[src/rtl/dfr_pkg.sv]
// rtl/dfr_pkg.sv - shared state enum, phase encodings and default counter width
// for the DFR phase sequencer.
package dfr_pkg;

  localparam int unsigned DFR_CNT_W = 32;

  typedef enum logic [2:0] {
    ST_IDLE  = 3'd0,
    ST_INIT  = 3'd1,
    ST_TRAIN = 3'd2,
    ST_TEST  = 3'd3,
    ST_DONE  = 3'd4
  } dfr_state_e;

  localparam logic [1:0] PH_IDLE  = 2'd0;
  localparam logic [1:0] PH_INIT  = 2'd1;
  localparam logic [1:0] PH_TRAIN = 2'd2;
  localparam logic [1:0] PH_TEST  = 2'd3;

  function automatic logic [1:0] phase_of(input dfr_state_e s);
    case (s)
      ST_INIT:  phase_of = PH_INIT;
      ST_TRAIN: phase_of = PH_TRAIN;
      ST_TEST:  phase_of = PH_TEST;
      default:  phase_of = PH_IDLE;
    endcase
  endfunction

endpackage

[src/rtl/dfr_step_counter.sv]
// rtl/dfr_step_counter.sv - nested step/sample counter with clear, increment and
// terminal-count outputs.
module dfr_step_counter
  import dfr_pkg::*;
#(
  parameter int unsigned CNT_W = DFR_CNT_W
) (
  input  logic             S_AXI_ACLK,
  input  logic             Local_Reset,
  input  logic             clear_i,
  input  logic             inc_i,
  input  logic [CNT_W-1:0] steps_i,
  input  logic [CNT_W-1:0] samples_i,
  output logic [CNT_W-1:0] step_idx_o,
  output logic [CNT_W-1:0] sample_idx_o,
  output logic             step_tc_o,
  output logic             last_o
);

  logic [CNT_W-1:0] step_q, step_d;
  logic [CNT_W-1:0] sample_q, sample_d;

  // Compare against count-1 so a full-scale count never needs an extra bit.
  assign step_tc_o = (step_q == (steps_i - CNT_W'(1)));
  assign last_o    = step_tc_o && (sample_q == (samples_i - CNT_W'(1)));

  always_comb begin
    step_d   = step_q;
    sample_d = sample_q;
    if (clear_i) begin
      step_d   = '0;
      sample_d = '0;
    end else if (inc_i) begin
      if (step_tc_o) begin
        step_d   = '0;
        sample_d = sample_q + CNT_W'(1);
      end else begin
        step_d = step_q + CNT_W'(1);
      end
    end
  end

  always_ff @(posedge S_AXI_ACLK or posedge Local_Reset) begin
    if (Local_Reset) begin
      step_q   <= '0;
      sample_q <= '0;
    end else begin
      step_q   <= step_d;
      sample_q <= sample_d;
    end
  end

  assign step_idx_o   = step_q;
  assign sample_idx_o = sample_q;

endmodule

[src/rtl/dfr_phase_sequencer.sv]
// rtl/dfr_phase_sequencer.sv - init/train/test phase sequencer issuing one datapath
// step request per reservoir step; optional abort input under DFR_SEQ_ABORT_EN.
module dfr_phase_sequencer
  import dfr_pkg::*;
#(
  parameter int unsigned CNT_W = DFR_CNT_W
) (
  input  logic             S_AXI_ACLK,
  input  logic             Local_Reset,
  input  logic             start,
  input  logic [CNT_W-1:0] num_init_samples,
  input  logic [CNT_W-1:0] num_train_samples,
  input  logic [CNT_W-1:0] num_test_samples,
  input  logic [CNT_W-1:0] num_steps_per_sample,
`ifdef DFR_SEQ_ABORT_EN
  input  logic             abort,
`endif
  output logic             step_req,
  input  logic             step_ack,
  output logic [1:0]       phase,
  output logic [CNT_W-1:0] sample_idx,
  output logic [CNT_W-1:0] step_idx,
  output logic             busy,
  output logic             done
);

  dfr_state_e       state_q, state_d;
  logic [CNT_W-1:0] init_q, init_d;
  logic [CNT_W-1:0] train_q, train_d;
  logic [CNT_W-1:0] test_q, test_d;
  logic [CNT_W-1:0] steps_q, steps_d;
  logic [CNT_W-1:0] samples_sel;
  logic             active, hs, cnt_clear, cnt_inc, cnt_last, step_tc;
  logic             abort_w;

`ifdef DFR_SEQ_ABORT_EN
  assign abort_w = abort;
`else
  assign abort_w = 1'b0;
`endif

  assign active = (state_q == ST_INIT) || (state_q == ST_TRAIN) || (state_q == ST_TEST);
  assign hs     = active && step_ack;

  always_comb begin
    state_d   = state_q;
    init_d    = init_q;
    train_d   = train_q;
    test_d    = test_q;
    steps_d   = steps_q;
    cnt_clear = 1'b0;
    cnt_inc   = hs && !abort_w;
    case (state_q)
      ST_IDLE: begin
        if (start) begin
          init_d  = num_init_samples;
          train_d = num_train_samples;
          test_d  = num_test_samples;
          steps_d = num_steps_per_sample;
          // Entry decision uses the raw inputs because the latch lands on this same edge.
          if (num_steps_per_sample == '0)    state_d = ST_DONE;
          else if (num_init_samples != '0)   state_d = ST_INIT;
          else if (num_train_samples != '0)  state_d = ST_TRAIN;
          else if (num_test_samples != '0)   state_d = ST_TEST;
          else                               state_d = ST_DONE;
        end
      end
      ST_INIT, ST_TRAIN, ST_TEST: begin
        if (abort_w) begin
          state_d   = ST_DONE;
          cnt_clear = 1'b1;
        end else if (hs && cnt_last) begin
          cnt_clear = 1'b1;
          if (state_q == ST_INIT && train_q != '0)       state_d = ST_TRAIN;
          else if (state_q != ST_TEST && test_q != '0)   state_d = ST_TEST;
          else                                           state_d = ST_DONE;
        end
      end
      ST_DONE: state_d = ST_IDLE;
      default: state_d = ST_IDLE;
    endcase
  end

  always_comb begin
    case (state_q)
      ST_INIT:  samples_sel = init_q;
      ST_TRAIN: samples_sel = train_q;
      ST_TEST:  samples_sel = test_q;
      default:  samples_sel = '0;
    endcase
  end

  always_ff @(posedge S_AXI_ACLK or posedge Local_Reset) begin
    if (Local_Reset) begin
      state_q <= ST_IDLE;
      init_q  <= '0;
      train_q <= '0;
      test_q  <= '0;
      steps_q <= '0;
    end else begin
      state_q <= state_d;
      init_q  <= init_d;
      train_q <= train_d;
      test_q  <= test_d;
      steps_q <= steps_d;
    end
  end

  dfr_step_counter #(.CNT_W(CNT_W)) u_cnt (
    .S_AXI_ACLK   (S_AXI_ACLK),
    .Local_Reset  (Local_Reset),
    .clear_i      (cnt_clear),
    .inc_i        (cnt_inc),
    .steps_i      (steps_q),
    .samples_i    (samples_sel),
    .step_idx_o   (step_idx),
    .sample_idx_o (sample_idx),
    .step_tc_o    (step_tc),
    .last_o       (cnt_last)
  );

  // step_req decodes straight from the state so phase hand-offs leave no bubble.
  assign step_req = active;
  assign busy     = (state_q != ST_IDLE);
  assign done     = (state_q == ST_DONE);
  assign phase    = phase_of(state_q);

endmodule

[config.mk]
export PLATFORM = sky130hd
export DESIGN_NAME = dfr_phase_sequencer
export DESIGN_NICKNAME = d
export VERILOG_FILES = /design/src/rtl/dfr_pkg.sv /design/src/rtl/dfr_step_counter.sv /design/src/rtl/dfr_phase_sequencer.sv
export SDC_FILE = /design/constraint.sdc
export NUM_CORES = 1
export LEC_CHECK = 0
export ABC_AREA = 1
export ABC_CLOCK_PERIOD_IN_PS = 18200
export CAP_MARGIN = 30
export CORE_MARGIN = 1.5
export CORE_UTILIZATION = 55
export DETAILED_ROUTE_END_ITERATION = 6
export GPL_ROUTABILITY_DRIVEN = 0
export PLACE_DENSITY = 0.81
export SLEW_MARGIN = 20
export SYNTH_ARGS = -nofsm -noshare
export SYNTH_HDL_FRONTEND = slang
export SYNTH_SLANG_ARGS = --single-unit
[constraint.sdc]
create_clock -name S_AXI_ACLK -period 18.2 [get_ports S_AXI_ACLK]
set_input_delay 3.64 -clock S_AXI_ACLK [delete_from_list [all_inputs] [get_ports S_AXI_ACLK]]
set_output_delay 3.64 -clock S_AXI_ACLK [all_outputs]
set_load 0.1 [all_outputs]
==> summary.md, run 1 <==
| Metric | Value |
|---|---|
| CP endpoint kind | primary output |
| WL/cell | ~17 microns |
| Accumulated negative setup slack | 0 ns |
| Crit path max fanout | 48 |
| Arrival time reported for the critical path endpoint | 2.99 ns |
| First-pass GRT wire length | between 60000 and 70000 microns |
| Critical Setup Path Class | flop to primary output |
| Die area | about 0.025 sq mm |
| Area growth syn-to-layout | 21.7% |
| Routed via count divided by cell count | approximately 5.8 |
| Hold/Removal Path Class | flop to flop |
| Fraction of synthesized cell area taken by the top area cell type | between 30% and 40% |
| Clock-pin transition on the worst setup and hold timing paths | 0.08 ns |
| Residual overflow from global routing | 0 |
| Area inside the core boundary | ~0.023 sq mm |
| Number of clock sinks | a little under 200 |
| Measured slew at the worst slew-check pin | approximately 1 ns |
| Final-layout fill cell count | between 1500 and 2000 |
| Maximum level of the CTS H-tree | 4 |
| Number of synthesized register bits | between 150 and 200 |
| Post-synth ARST share | 100% |
| # nets final | 2164 |
| Critical-path cell list | buf_4 -> nor2_1 -> nor2_2 -> clkdlybuf4s50_1 |
| Top-count cell post-synth | sky130_fd_sc_hd__nand2_1 |
| Insertion delay to the later sink of the worst-skew pair | between 0.4 and 0.5 ns |
| Biggest area contributors in the synthesized netlist | sky130_fd_sc_hd__dfrtp_1, sky130_fd_sc_hd__nand2_1, sky130_fd_sc_hd__nor2_1 |
| Post-DP HPWL | about 31000 microns |
| Finished Layout Cells | ~2400 |
| Routed Antenna Nets | 0 |
| Relative slew slack | between 30% and 40% |
| Total wirelength of the detailed-routed design | between 40000 and 50000 microns |
| Overall die height | roughly 160 microns |
| Delay of the slowest critical-path stage | 1.23 ns |
| Most frequent cells after synthesis | sky130_fd_sc_hd__nand2_1, sky130_fd_sc_hd__nor2_1, sky130_fd_sc_hd__dfrtp_1, sky130_fd_sc_hd__inv_1, sky130_fd_sc_hd__o21ai_0 |
| DP Area | approximately 0.015 sq mm |
| Most instantiated flip-flop cell in the synthesis netlist | sky130_fd_sc_hd__dfrtp_1 |
| Leakage power total | about 7.6 nW |
| Length in cells of the worst reg-to-reg path | 18 |
| Number of placed instances with taps included | ~2300 |
| Status | complete, but fails checks |
| Final hold vios | 0 |
| Post-route cell area | 0.0158 sq mm |
| Number of warnings reported in the yosys synthesis log | 0 |
| MaxCap Viol Count | 0 |
| Antenna cells | 0 |
| Clock tree from TritonCTS | done |
| Number of instances in the synthesized netlist | approximately 1900 |
| Number of CTS-inserted buffers | 17 |
| Largest net degree at the start of global routing | 119 |
| Syn_nets | 1998 |
| Number of buffer and inverter stages on the critical path | 2 |
| Number of violations reported at the end of detailed-routing iteration 0 | about 1700 |
| PostCTS Resize Cnt | 0 |
| All-layer global routing usage | roughly a third |
| Number of cell rows | 56 |
| Io pins | about 200 |
| Buffers added on ports | 200 |
| Final-report max-slew violation count | 0 |
| Share of synthesized area occupied by flip-flops and latches | between 30% and 40% |
| Average size of a mapped cell | ~7 sq um |
| Clock period minus worst slack | ~6.6 ns |
| Final critical-path share of the clock period | between 30% and 40% |
| Via count | 13673 |
| Worst IR Drop VDD | a little under 90 uV |
| Number of DRC violations after detailed routing | 1 |
| Ratio of total power to cell area | about 70 mW/mm^2 |
| Total of endpoints with negative setup slack in the final report | 0 |
| Unrepaired setup endpoints after global routing | false |
| Die span in x | 157 microns |
| Highest clock frequency the design can meet | 151 MHz |
| Critical path's slowest cell | sky130_fd_sc_hd__clkdlybuf4s50_1 |
| Count of flip-flops with a built-in enable after synthesis | 0 |
| Unique masters post-synth | between 40 and 50 |
| Starting density of the core | 55.8% |
| Number of global-route vias before repair | roughly 12000 |
| Hold buffers post-CTS | 0 |
| Data required time of the critical path | approximately 15 ns |
| Antenna violations before repair | 0 |
| Worst clock skew | approximately 0.014 ns |
| Number of logic stages on the critical path including buffering | 4 |
| Buffer depth of the longest clock path | 2 |
| Type of origin of the critical path | flop |
| Proportion of layout cells with a drive suffix above 1 | under 10% |
| Mapped cell area | roughly 0.013 sq mm |
| Violations in the final reports | DRC |
| Root buffer selected by CTS | sky130_fd_sc_hd__clkbuf_16 |
| Worst hold path cell count | 2 |
| First drt pass iteration count | 7 |
| Post-CTS Setup Inserts | 0 |
| Cell family contributing the most delay on the critical path | buffers and inverters |
| Cell taking the most area after synthesis | sky130_fd_sc_hd__dfrtp_1 |
[state kept, by name, indices dropped and copies added, names as in the netlist]
register and cells:
u_cnt.step_idx_o 32, u_cnt.sample_idx_o 32, state_q 3, train_q 32, test_q 32, init_q 32, steps_q 32
[layout make-up]
class                           instances  area (sq um)  area share (%)
Inverter                              191           727            4.59
Clock buffer                           18           439            2.77
Sequential cell                       195          4880            30.8
Clock inverter                         14           178            1.12
Tap cell                              319           399            2.52
Multi-Input combinational cell       1414          7100            44.9
Timing Repair Buffer                  209          2110            13.3
[cells in the final DEF, fill, tap and decap left out, types with 6 or more instances in the layout]
cell | Yosys | routed
sky130_fd_sc_hd__o21bai_1 | 11 | 11
sky130_fd_sc_hd__inv_2 | 10 | 10
sky130_fd_sc_hd__o21ai_0 | 121 | 121
sky130_fd_sc_hd__mux2_2 | 34 | 34
sky130_fd_sc_hd__nor3b_1 | 6 | 6
sky130_fd_sc_hd__buf_4 | 4 | 7
sky130_fd_sc_hd__nor4_1 | 47 | 47
sky130_fd_sc_hd__nand3b_1 | 7 | 7
sky130_fd_sc_hd__inv_1 | 179 | 178
sky130_fd_sc_hd__clkdlybuf4s50_1 | 0 | 200
sky130_fd_sc_hd__nor2_1 | 256 | 255
sky130_fd_sc_hd__xor2_1 | 79 | 79
sky130_fd_sc_hd__xnor2_1 | 26 | 26
sky130_fd_sc_hd__clkbuf_16 | 0 | 17
sky130_fd_sc_hd__nand2_1 | 531 | 531
sky130_fd_sc_hd__nor3_1 | 27 | 27
sky130_fd_sc_hd__dfrtp_1 | 195 | 195
sky130_fd_sc_hd__nand4_1 | 74 | 74
sky130_fd_sc_hd__clkinv_8 | 0 | 6
sky130_fd_sc_hd__nand3_1 | 116 | 116
sky130_fd_sc_hd__nor2_2 | 29 | 29
sky130_fd_sc_hd__a21oi_1 | 10 | 10
sky130_fd_sc_hd__nand3_2 | 8 | 8
[layer usage]
metal / wire [microns] / vias up / track usage, %
met2: 17800 / 830 / 51.6
met4: 2150 / 0 / 17.2
li1: - / 6371 / -
met3: 4130 / 142 / 5.79
met5: 0 / - / 0
met1: 17100 / 6330 / 47.8
[power by group]
group | switching (mW) | internal [mW]
Sequential | 0.0254 | 0.455
Clock | 0.203 | 0.191
Combinational | 0.148 | 0.0784
Total | 0.376 | 0.725
[stage by stage]
step                      utilization (%)  hold WS, ns  total power, mW  worst slack [ns]
after floorplan                         -        0.468            0.626              9.25
after global placement               65.0        0.485            0.706             11.39
after detailed placement             65.0        0.497            0.710             11.37
after CTS                            67.6        0.508             1.10             11.11
after global routing                 67.9        0.540             1.14             11.51
final                                67.9        0.510             1.10             11.57
[worst min-delay path: cells and delay by family, from the launching register on]
kind	cells	cell delay, ns
compound gates	1	0.08
flops	1	0.35
simple gates	1	0.06
[worst paths after layout]
| kind | from | endpoint | slack (ns) |
|---|---|---|---|
| setup / recovery | state_q[1] | step_req | 11.57 |
| hold / removal | init_q[8] | init_q[8] | 0.51 |
| setup reg to reg | steps_q[0] | u_cnt.sample_idx_o[4] | 13.85 |
| hold reg to reg | init_q[8] | init_q[8] | 0.51 |
| max in group asynchronous | Local_Reset | u_cnt.sample_idx_o[18] | 13.23 |
| min in group asynchronous | Local_Reset | test_q[2] | 3.75 |
[cells by family after synthesis]
group,after synthesis,share of synthesized area [%]
AOI/OAI and AO/OA,151,6.25
muxes,34,2.94
xor gates and xnor gates,105,7.07
adders and majority gates,4,0.385
buffers and inverters,253,8.00
DFF,195,37.5
and+or+nand+nor,1120,37.9
No activity file was read; power rests on OpenSTA's default activity.
==> run 2: changes to the inputs <==
ABC_CLOCK_PERIOD_IN_PS = 5650   (was 18200)
CORE_UTILIZATION = 50   (was 55)
PLACE_DENSITY = 0.78   (was 0.81)
clock period = 5.65 ns   (was 18.2 ns; I/O delays follow)
==> summary.md, run 2 (same netlist as run 1, synthesis figures left out) <==
| Metric | Value |
|---|---|
| Critical-path cell list | buf_16 -> inv_2 -> nor2_1 -> buf_4 -> nand2_1 -> nor2_1 -> nor2_2 -> ha_1 -> nand4_1 -> nor2_1 -> nand2_1 -> nor2_2 -> nand2_1 -> o21ai_1 -> nand2_1 -> nor2_1 -> nand3_1 -> nor2_2 -> nand2_4 -> inv_4 -> nor2_1 (was buf_4 -> nor2_1 -> nor2_2 -> clkdlybuf4s50_1) |
| Total of endpoints with negative setup slack in the final report | 0 (unchanged) |
| Number of DRC violations after detailed routing | 0 (was 1) |
| Ratio of total power to cell area | 219 mW/mm^2 (was 69.6 mW/mm^2) |
| Worst clock skew | 0.0253 ns (was 0.0135 ns) |
| Die span in x | 164 microns (was 157 microns) |
| Data required time of the critical path | 5.97 ns (was 14.56 ns) |
| Clock-pin transition on the worst setup and hold timing paths | 0.09 ns (was 0.08 ns) |
| PostCTS Resize Cnt | 0 (unchanged) |
| Measured slew at the worst slew-check pin | 1.05 ns (was 1.00 ns) |
| Root buffer selected by CTS | sky130_fd_sc_hd__clkbuf_16 (unchanged) |
| Area inside the core boundary | 0.0254 sq mm (was 0.0233 sq mm) |
| Top metal layer carrying routed signals | met4 (unchanged) |
| Crit path max fanout | 27 (was 48) |
| Total wirelength of the detailed-routed design | 40700 microns (was 41200 microns) |
| Final hold vios | 0 (unchanged) |
| Clock tree from TritonCTS | done (unchanged) |
| Io pins | 201 (unchanged) |
| Routed via count divided by cell count | 5.63 (was 5.79) |
| Hold/Removal Path Class | flop to flop (unchanged) |
| Most common cell after layout, fill and taps aside | sky130_fd_sc_hd__nand2_1 (unchanged) |
| Type of origin of the critical path | flop (unchanged) |
| Accumulated negative setup slack | 0 ns (unchanged) |
| Most frequent cell on the critical path | sky130_fd_sc_hd__nor2_1 |
| Amount of wire on met3 after detailed routing | 3600 microns (was 4130 microns) |
| WL/cell | 17.1 microns (was 17.5 microns) |
| Number of violations reported at the end of detailed-routing iteration 0 | 1824 (was 1653) |
| Buffers added on ports | 200 (unchanged) |
| Insertion delay to the later sink of the worst-skew pair | 0.45 ns (about the same) |
| Final-layout fill cell count | 2284 (was 1980) |
| CP endpoint kind | flop (was primary output) |
| Total design power | 3.48 mW (was 1.10 mW) |
| Worst IR Drop VDD | 345 uV (was 88.5 uV) |
| Relative slew slack | 29.7% (was 32.8%) |
| Leakage power total | 7.64 nW (was 7.63 nW) |
| Post-route cell area | 0.0159 sq mm (was 0.0158 sq mm) |
| Residual overflow from global routing | 0 (unchanged) |
| Post-Route Hold Slack | 0.516 ns (was 0.510 ns) |
| Number of CTS-inserted buffers | 17 (unchanged) |
| DP Area | 0.0152 sq mm (about the same) |
| Unrepaired setup endpoints after global routing | false (unchanged) |
| Delay of the slowest critical-path stage | 0.53 ns (was 1.23 ns) |
| Proportion of layout cells with a drive suffix above 1 | 6.95% (was 6.76%) |
| MaxCap Viol Count | 0 (unchanged) |
| Largest net degree at the start of global routing | 196 (was 119) |
| All-layer global routing usage | 30.8% (was 34.3%) |
| First-pass GRT wire length | 64400 microns (was 65200 microns) |
| Final critical-path share of the clock period | approximately three quarters |
| Critical Setup Path Class | flop to flop (was flop to primary output) |
| Buffer depth of the longest clock path | 2 (unchanged) |
| Die area | 0.0270 sq mm (was 0.0246 sq mm) |
| Met1 WL | 17800 microns (was 17100 microns) |
| Final-report max-slew violation count | 0 (unchanged) |
| Detailed-routed wire length on met2 | 17700 microns (was 17800 microns) |
| Critical path's slowest cell | sky130_fd_sc_hd__dfrtp_1 (was sky130_fd_sc_hd__clkdlybuf4s50_1) |
| # nets final | 2167 (was 2164) |
| Overall die height | 164 microns (was 157 microns) |
| Utilization after layout | 62.6% (was 67.9%) |
| Highest clock frequency the design can meet | roughly 240 MHz |
| Post-CTS Setup Inserts | 0 (unchanged) |
| Highest-count cells in the layout ignoring fill and taps | sky130_fd_sc_hd__nand2_1, sky130_fd_sc_hd__nor2_1, sky130_fd_sc_hd__clkdlybuf4s50_1 (unchanged) |
| Via count | 13380 (was 13673) |
| Status | completed (was complete, but fails checks) |
| Clock period minus worst slack | 4.20 ns |
| Number of cell rows | 58 (was 56) |
| Number of global-route vias before repair | 12383 (was 12482) |
| Arrival time reported for the critical path endpoint | 4.51 ns (was 2.99 ns) |
| Number of buffer and inverter stages on the critical path | 4 (was 2) |
| Hold buffers post-CTS | 0 (unchanged) |
| Antenna violations before repair | 4 (was 0) |
| Maximum level of the CTS H-tree | 4 (unchanged) |
| Number of clock sinks | 195 (unchanged) |
| Routed Antenna Nets | 0 (unchanged) |
| Cell family contributing the most delay on the critical path | simple AND/OR/NAND/NOR gates (was buffers and inverters) |
| Post-DP HPWL | 31700 microns (was 31300 microns) |
| First drt pass iteration count | 6 (was 7) |
| Area growth syn-to-layout | 22.1% (was 21.7%) |
| Starting density of the core | 51.2% (was 55.8%) |
[run 2: worst reg2reg max path, stage by stage, from the launching register on]
cell	delay, ns
sky130_fd_sc_hd__dfrtp_1	0.53
sky130_fd_sc_hd__buf_16	0.24
sky130_fd_sc_hd__inv_2	0.24
sky130_fd_sc_hd__nor2_1	0.08
sky130_fd_sc_hd__buf_4	0.21
sky130_fd_sc_hd__nand2_1	0.32
sky130_fd_sc_hd__nor2_1	0.09
sky130_fd_sc_hd__nor2_2	0.20
sky130_fd_sc_hd__ha_1	0.26
sky130_fd_sc_hd__nand4_1	0.15
sky130_fd_sc_hd__nor2_1	0.20
sky130_fd_sc_hd__nand2_1	0.16
sky130_fd_sc_hd__nor2_2	0.20
sky130_fd_sc_hd__nand2_1	0.13
sky130_fd_sc_hd__o21ai_1	0.14
sky130_fd_sc_hd__nand2_1	0.07
sky130_fd_sc_hd__nor2_1	0.08
sky130_fd_sc_hd__nand3_1	0.11
sky130_fd_sc_hd__nor2_2	0.14
sky130_fd_sc_hd__nand2_4	0.12
sky130_fd_sc_hd__inv_4	0.29
sky130_fd_sc_hd__nor2_1	0.10
[run 2: path summary, 6_finish.rpt]
kind | from | cells past startpoint | slack (ns) | endpoint
worst max-delay path | state_q[0] | 21 | 1.45 | u_cnt.sample_idx_o[28]
worst min-delay path | init_q[8] | 2 | 0.52 | init_q[8]
worst max register to register | state_q[0] | 21 | 1.45 | u_cnt.sample_idx_o[28]
worst min register to register | init_q[8] | 2 | 0.52 | init_q[8]
max in group asynchronous | Local_Reset | 4 | 3.47 | steps_q[10]
min in group asynchronous | Local_Reset | 3 | 1.10 | test_q[27]
[run 2: layer usage]
layer | global-route usage, % | up-vias
met3 | 4.24 | 103
li1 | - | 6382
met1 | 43.9 | 6177
met5 | 0 | -
met2 | 46.5 | 718
met4 | 14.0 | 0
[run 2: per-stage QoR]
stage          cells  setup slack, ns
2_1_floorplan   1862             2.00
3_3_place_gp    2339             1.65
3_5_place_dp    2340             1.41
4_1_cts         2372             1.31
5_1_grt         2378             1.10
6_report        2378             1.45
[run 2: cell type report]
| class | count | area (sq um) | area share, % |
|---|---|---|---|
| Timing Repair Buffer | 212 | 2180 | 13.7 |
| Sequential cell | 195 | 4880 | 30.7 |
| Clock inverter | 14 | 156 | 0.984 |
| Clock buffer | 18 | 429 | 2.70 |
| Antenna cell | 4 | 10.0 | 0.0630 |
| Inverter | 191 | 723 | 4.55 |
| Tap cell | 330 | 413 | 2.60 |
| Multi-Input combinational cell | 1414 | 7100 | 44.7 |
[run 2: report_power, final]
group / switching, mW / internal [mW] / leakage [nW]
logic: 0.469 / 0.253 / 4.95
clock network: 0.616 / 0.595 / 0.282
registers: 0.0852 / 1.47 / 2.41
==> run 3: changes to the inputs <==
ABC_CLOCK_PERIOD_IN_PS = 3600   (was 5650)
clock period = 3.6 ns   (was 5.65 ns; I/O delays follow)
==> summary.md, run 3 (same netlist as run 1, synthesis figures left out) <==
| Metric | Value |
|---|---|
| Highest clock frequency the design can meet | 309 MHz (was 238 MHz) |
| Root buffer selected by CTS | sky130_fd_sc_hd__clkbuf_16 (unchanged) |
| # nets final | 2182 (was 2167) |
| Flip-flop and latch area | 0.00488 sq mm (unchanged) |
| Critical Setup Path Class | flop to flop (unchanged) |
| Total wirelength of the detailed-routed design | 41600 microns (was 40700 microns) |
| Routed via count divided by cell count | 5.69 (was 5.63) |
| Final hold vios | 0 (unchanged) |
| Number of CTS-inserted buffers | 17 (unchanged) |
| Launching instance or port of the critical path | steps_q[0] (was state_q[0]) |
| Area inside the core boundary | 0.0254 sq mm (unchanged) |
| Arrival time reported for the critical path endpoint | 3.57 ns (was 4.51 ns) |
| Status | completed (unchanged) |
| Utilization after layout | 62.7% (was 62.6%) |
| Hold/Removal Path Class | flop to flop (unchanged) |
| Clock tree from TritonCTS | done (unchanged) |
| Worst clock skew | 0.0143 ns (was 0.0253 ns) |
| Final critical-path share of the clock period | 89.8% (was 74.3%) |
| Finished Layout Cells | 2390 (was 2378) |
| Post-DP HPWL | 32700 microns (was 31700 microns) |
| Length in cells of the worst reg-to-reg path | 19 (was 21) |
| Ratio of total power to cell area | 347 mW/mm^2 (was 219 mW/mm^2) |
| First drt pass iteration count | 7 (was 6) |
| Post-Route Hold Slack | 0.514 ns (was 0.516 ns) |
| CP endpoint kind | flop (unchanged) |
| Type of origin of the critical path | flop (unchanged) |
| Number of placed instances with taps included | 2356 (was 2340) |
| Number of cell rows | 58 (unchanged) |
| R2R Path Start | steps_q[0] (was state_q[0]) |
| Via count | 13595 (was 13380) |
| Starting density of the core | 51.2% (unchanged) |
| Most common cell after layout, fill and taps aside | sky130_fd_sc_hd__nand2_1 (unchanged) |
| Number of clock sinks | 195 (unchanged) |
| All-layer global routing usage | 31.6% (was 30.8%) |
| Area used by multi-input combinational logic | 0.00711 sq mm (was 0.00710 sq mm) |
| Final-report max-slew violation count | 0 (unchanged) |
| Measured slew at the worst slew-check pin | 0.989 ns (was 1.05 ns) |
| WL/cell | 17.4 microns (was 17.1 microns) |
| Number of violations reported at the end of detailed-routing iteration 0 | 1479 (was 1824) |
| Proportion of layout cells with a drive suffix above 1 | 9.57% (was 6.95%) |
| Routed Antenna Nets | 0 (unchanged) |
| Terminus of the critical flop-to-flop path | u_cnt.sample_idx_o[7] (was u_cnt.sample_idx_o[28]) |
| Setup slack after layout | 0.366 ns (was 1.45 ns) |
| Maximum level of the CTS H-tree | 4 (unchanged) |
| Clock-pin transition on the worst setup and hold timing paths | 0.08 ns (was 0.09 ns) |
| Residual overflow from global routing | 0 (unchanged) |
| Data required time of the critical path | 3.93 ns (was 5.97 ns) |
| Buffer depth of the longest clock path | 2 (unchanged) |
| Number of global-route vias before repair | 12614 (was 12383) |
| Total of endpoints with negative setup slack in the final report | 0 (unchanged) |
| Crit path max fanout | 27 (unchanged) |
| Area growth syn-to-layout | 22.3% (was 22.1%) |
| Io pins | 201 (unchanged) |
| Post-CTS Setup Inserts | 0 (unchanged) |
| First-pass GRT wire length | 65600 microns (was 64400 microns) |
| Number of DRC violations after detailed routing | 0 (unchanged) |
| Worst hold path cell count | 2 (unchanged) |
| Setup slack of the most critical reg-to-reg path | 0.37 ns (was 1.45 ns) |
| Relative slew slack | 33.8% (was 29.7%) |
| Accumulated negative setup slack | 0 ns (unchanged) |
| Clock period minus worst slack | 3.23 ns (was 4.20 ns) |
| Insertion delay to the later sink of the worst-skew pair | 0.45 ns (about the same) |
| Die span in x | 164 microns (unchanged) |
| Worst IR Drop VDD | 581 uV (was 345 uV) |
| Largest net degree at the start of global routing | 121 (was 196) |
| Setup Slack @ Placement | 0.348 ns (was 1.41 ns) |
| Buffers added on ports | 200 (unchanged) |
| Overall die height | 164 microns (unchanged) |
| MaxCap Viol Count | 0 (unchanged) |
| Antenna violations before repair | 1 (was 4) |
| Final-layout fill cell count | 2247 (was 2284) |
| Highest-count cells in the layout ignoring fill and taps | sky130_fd_sc_hd__nand2_1, sky130_fd_sc_hd__nor2_1, sky130_fd_sc_hd__dfrtp_1 (was sky130_fd_sc_hd__nand2_1, sky130_fd_sc_hd__nor2_1, sky130_fd_sc_hd__clkdlybuf4s50_1) |
| Leakage power total | 7.78 nW (was 7.64 nW) |
| Unrepaired setup endpoints after global routing | false (unchanged) |
| End of the critical path | u_cnt.sample_idx_o[7] (was u_cnt.sample_idx_o[28]) |
| Die area | 0.0270 sq mm (unchanged) |
[run 3: repair_timing]
item | CTS | global route
hold buffers | 0 | 0
setup endpoints to repair | 0 | 28
resized for setup | 0 | 3
[run 3: through the flow]
step                instance area [sq um]  power, mW
floorplan                           13000       3.17
global route                        15900       5.72
finish                              15900       5.52
detailed placement                  15300       3.61
CTS                                 15900       5.51
global placement                    15300       3.58
[run 3: worst max-delay path, cell delays in order, from the launching register on]
cell and delay, ns:
sky130_fd_sc_hd__dfrtp_1 0.39, sky130_fd_sc_hd__inv_1 0.11, sky130_fd_sc_hd__ha_1 0.20, sky130_fd_sc_hd__nand3_1 0.14, sky130_fd_sc_hd__nor2_2 0.17, sky130_fd_sc_hd__nand2_1 0.15, sky130_fd_sc_hd__nor2_1 0.25, sky130_fd_sc_hd__nand2_1 0.13
sky130_fd_sc_hd__nand2_1 0.12, sky130_fd_sc_hd__nand2_1 0.07, sky130_fd_sc_hd__nor2_1 0.09, sky130_fd_sc_hd__nand3_1 0.07, sky130_fd_sc_hd__nor2_1 0.23, sky130_fd_sc_hd__nand3_2 0.23, sky130_fd_sc_hd__nor2_1 0.14, sky130_fd_sc_hd__nand2_1 0.07
sky130_fd_sc_hd__nor2_2 0.12, sky130_fd_sc_hd__nand2_4 0.12, sky130_fd_sc_hd__inv_6 0.22, sky130_fd_sc_hd__nor3b_1 0.08
[run 3: worst min-delay path by stage]
stage	start	end	slack, ns
global placement	init_q[8]	init_q[8]	0.49
floorplan	init_q[8]	init_q[8]	0.47
CTS	init_q[8]	init_q[8]	0.51
finish	init_q[8]	init_q[8]	0.51
detailed placement	init_q[8]	init_q[8]	0.49
global route	init_q[14]	init_q[14]	0.53
[run 3: report_power, final]
part / leakage (nW) / internal, mW / switching [mW]
sequential: 2.41 / 2.30 / 0.136
clock: 0.287 / 0.936 / 0.994
combinational: 5.09 / 0.402 / 0.750
total: 7.78 / 3.64 / 1.88
[run 3: routing by layer]
layer	wire length, microns	vias up	track usage (%)
met3	3980	154	5.71
met4	2120	0	15.5
met5	0	-	0
li1	-	6406	-
met1	17500	6213	43.8
met2	17900	822	47.5
[run 3: final cells by class]
type | instances | share of cell area, %
Clock inverter | 14 | 1.01
Timing Repair Buffer | 227 | 13.8
Antenna cell | 1 | 0.0157
Inverter | 191 | 4.57
Multi-Input combinational cell | 1414 | 44.6
Sequential cell | 195 | 30.6
Clock buffer | 18 | 2.70
Tap cell | 330 | 2.59
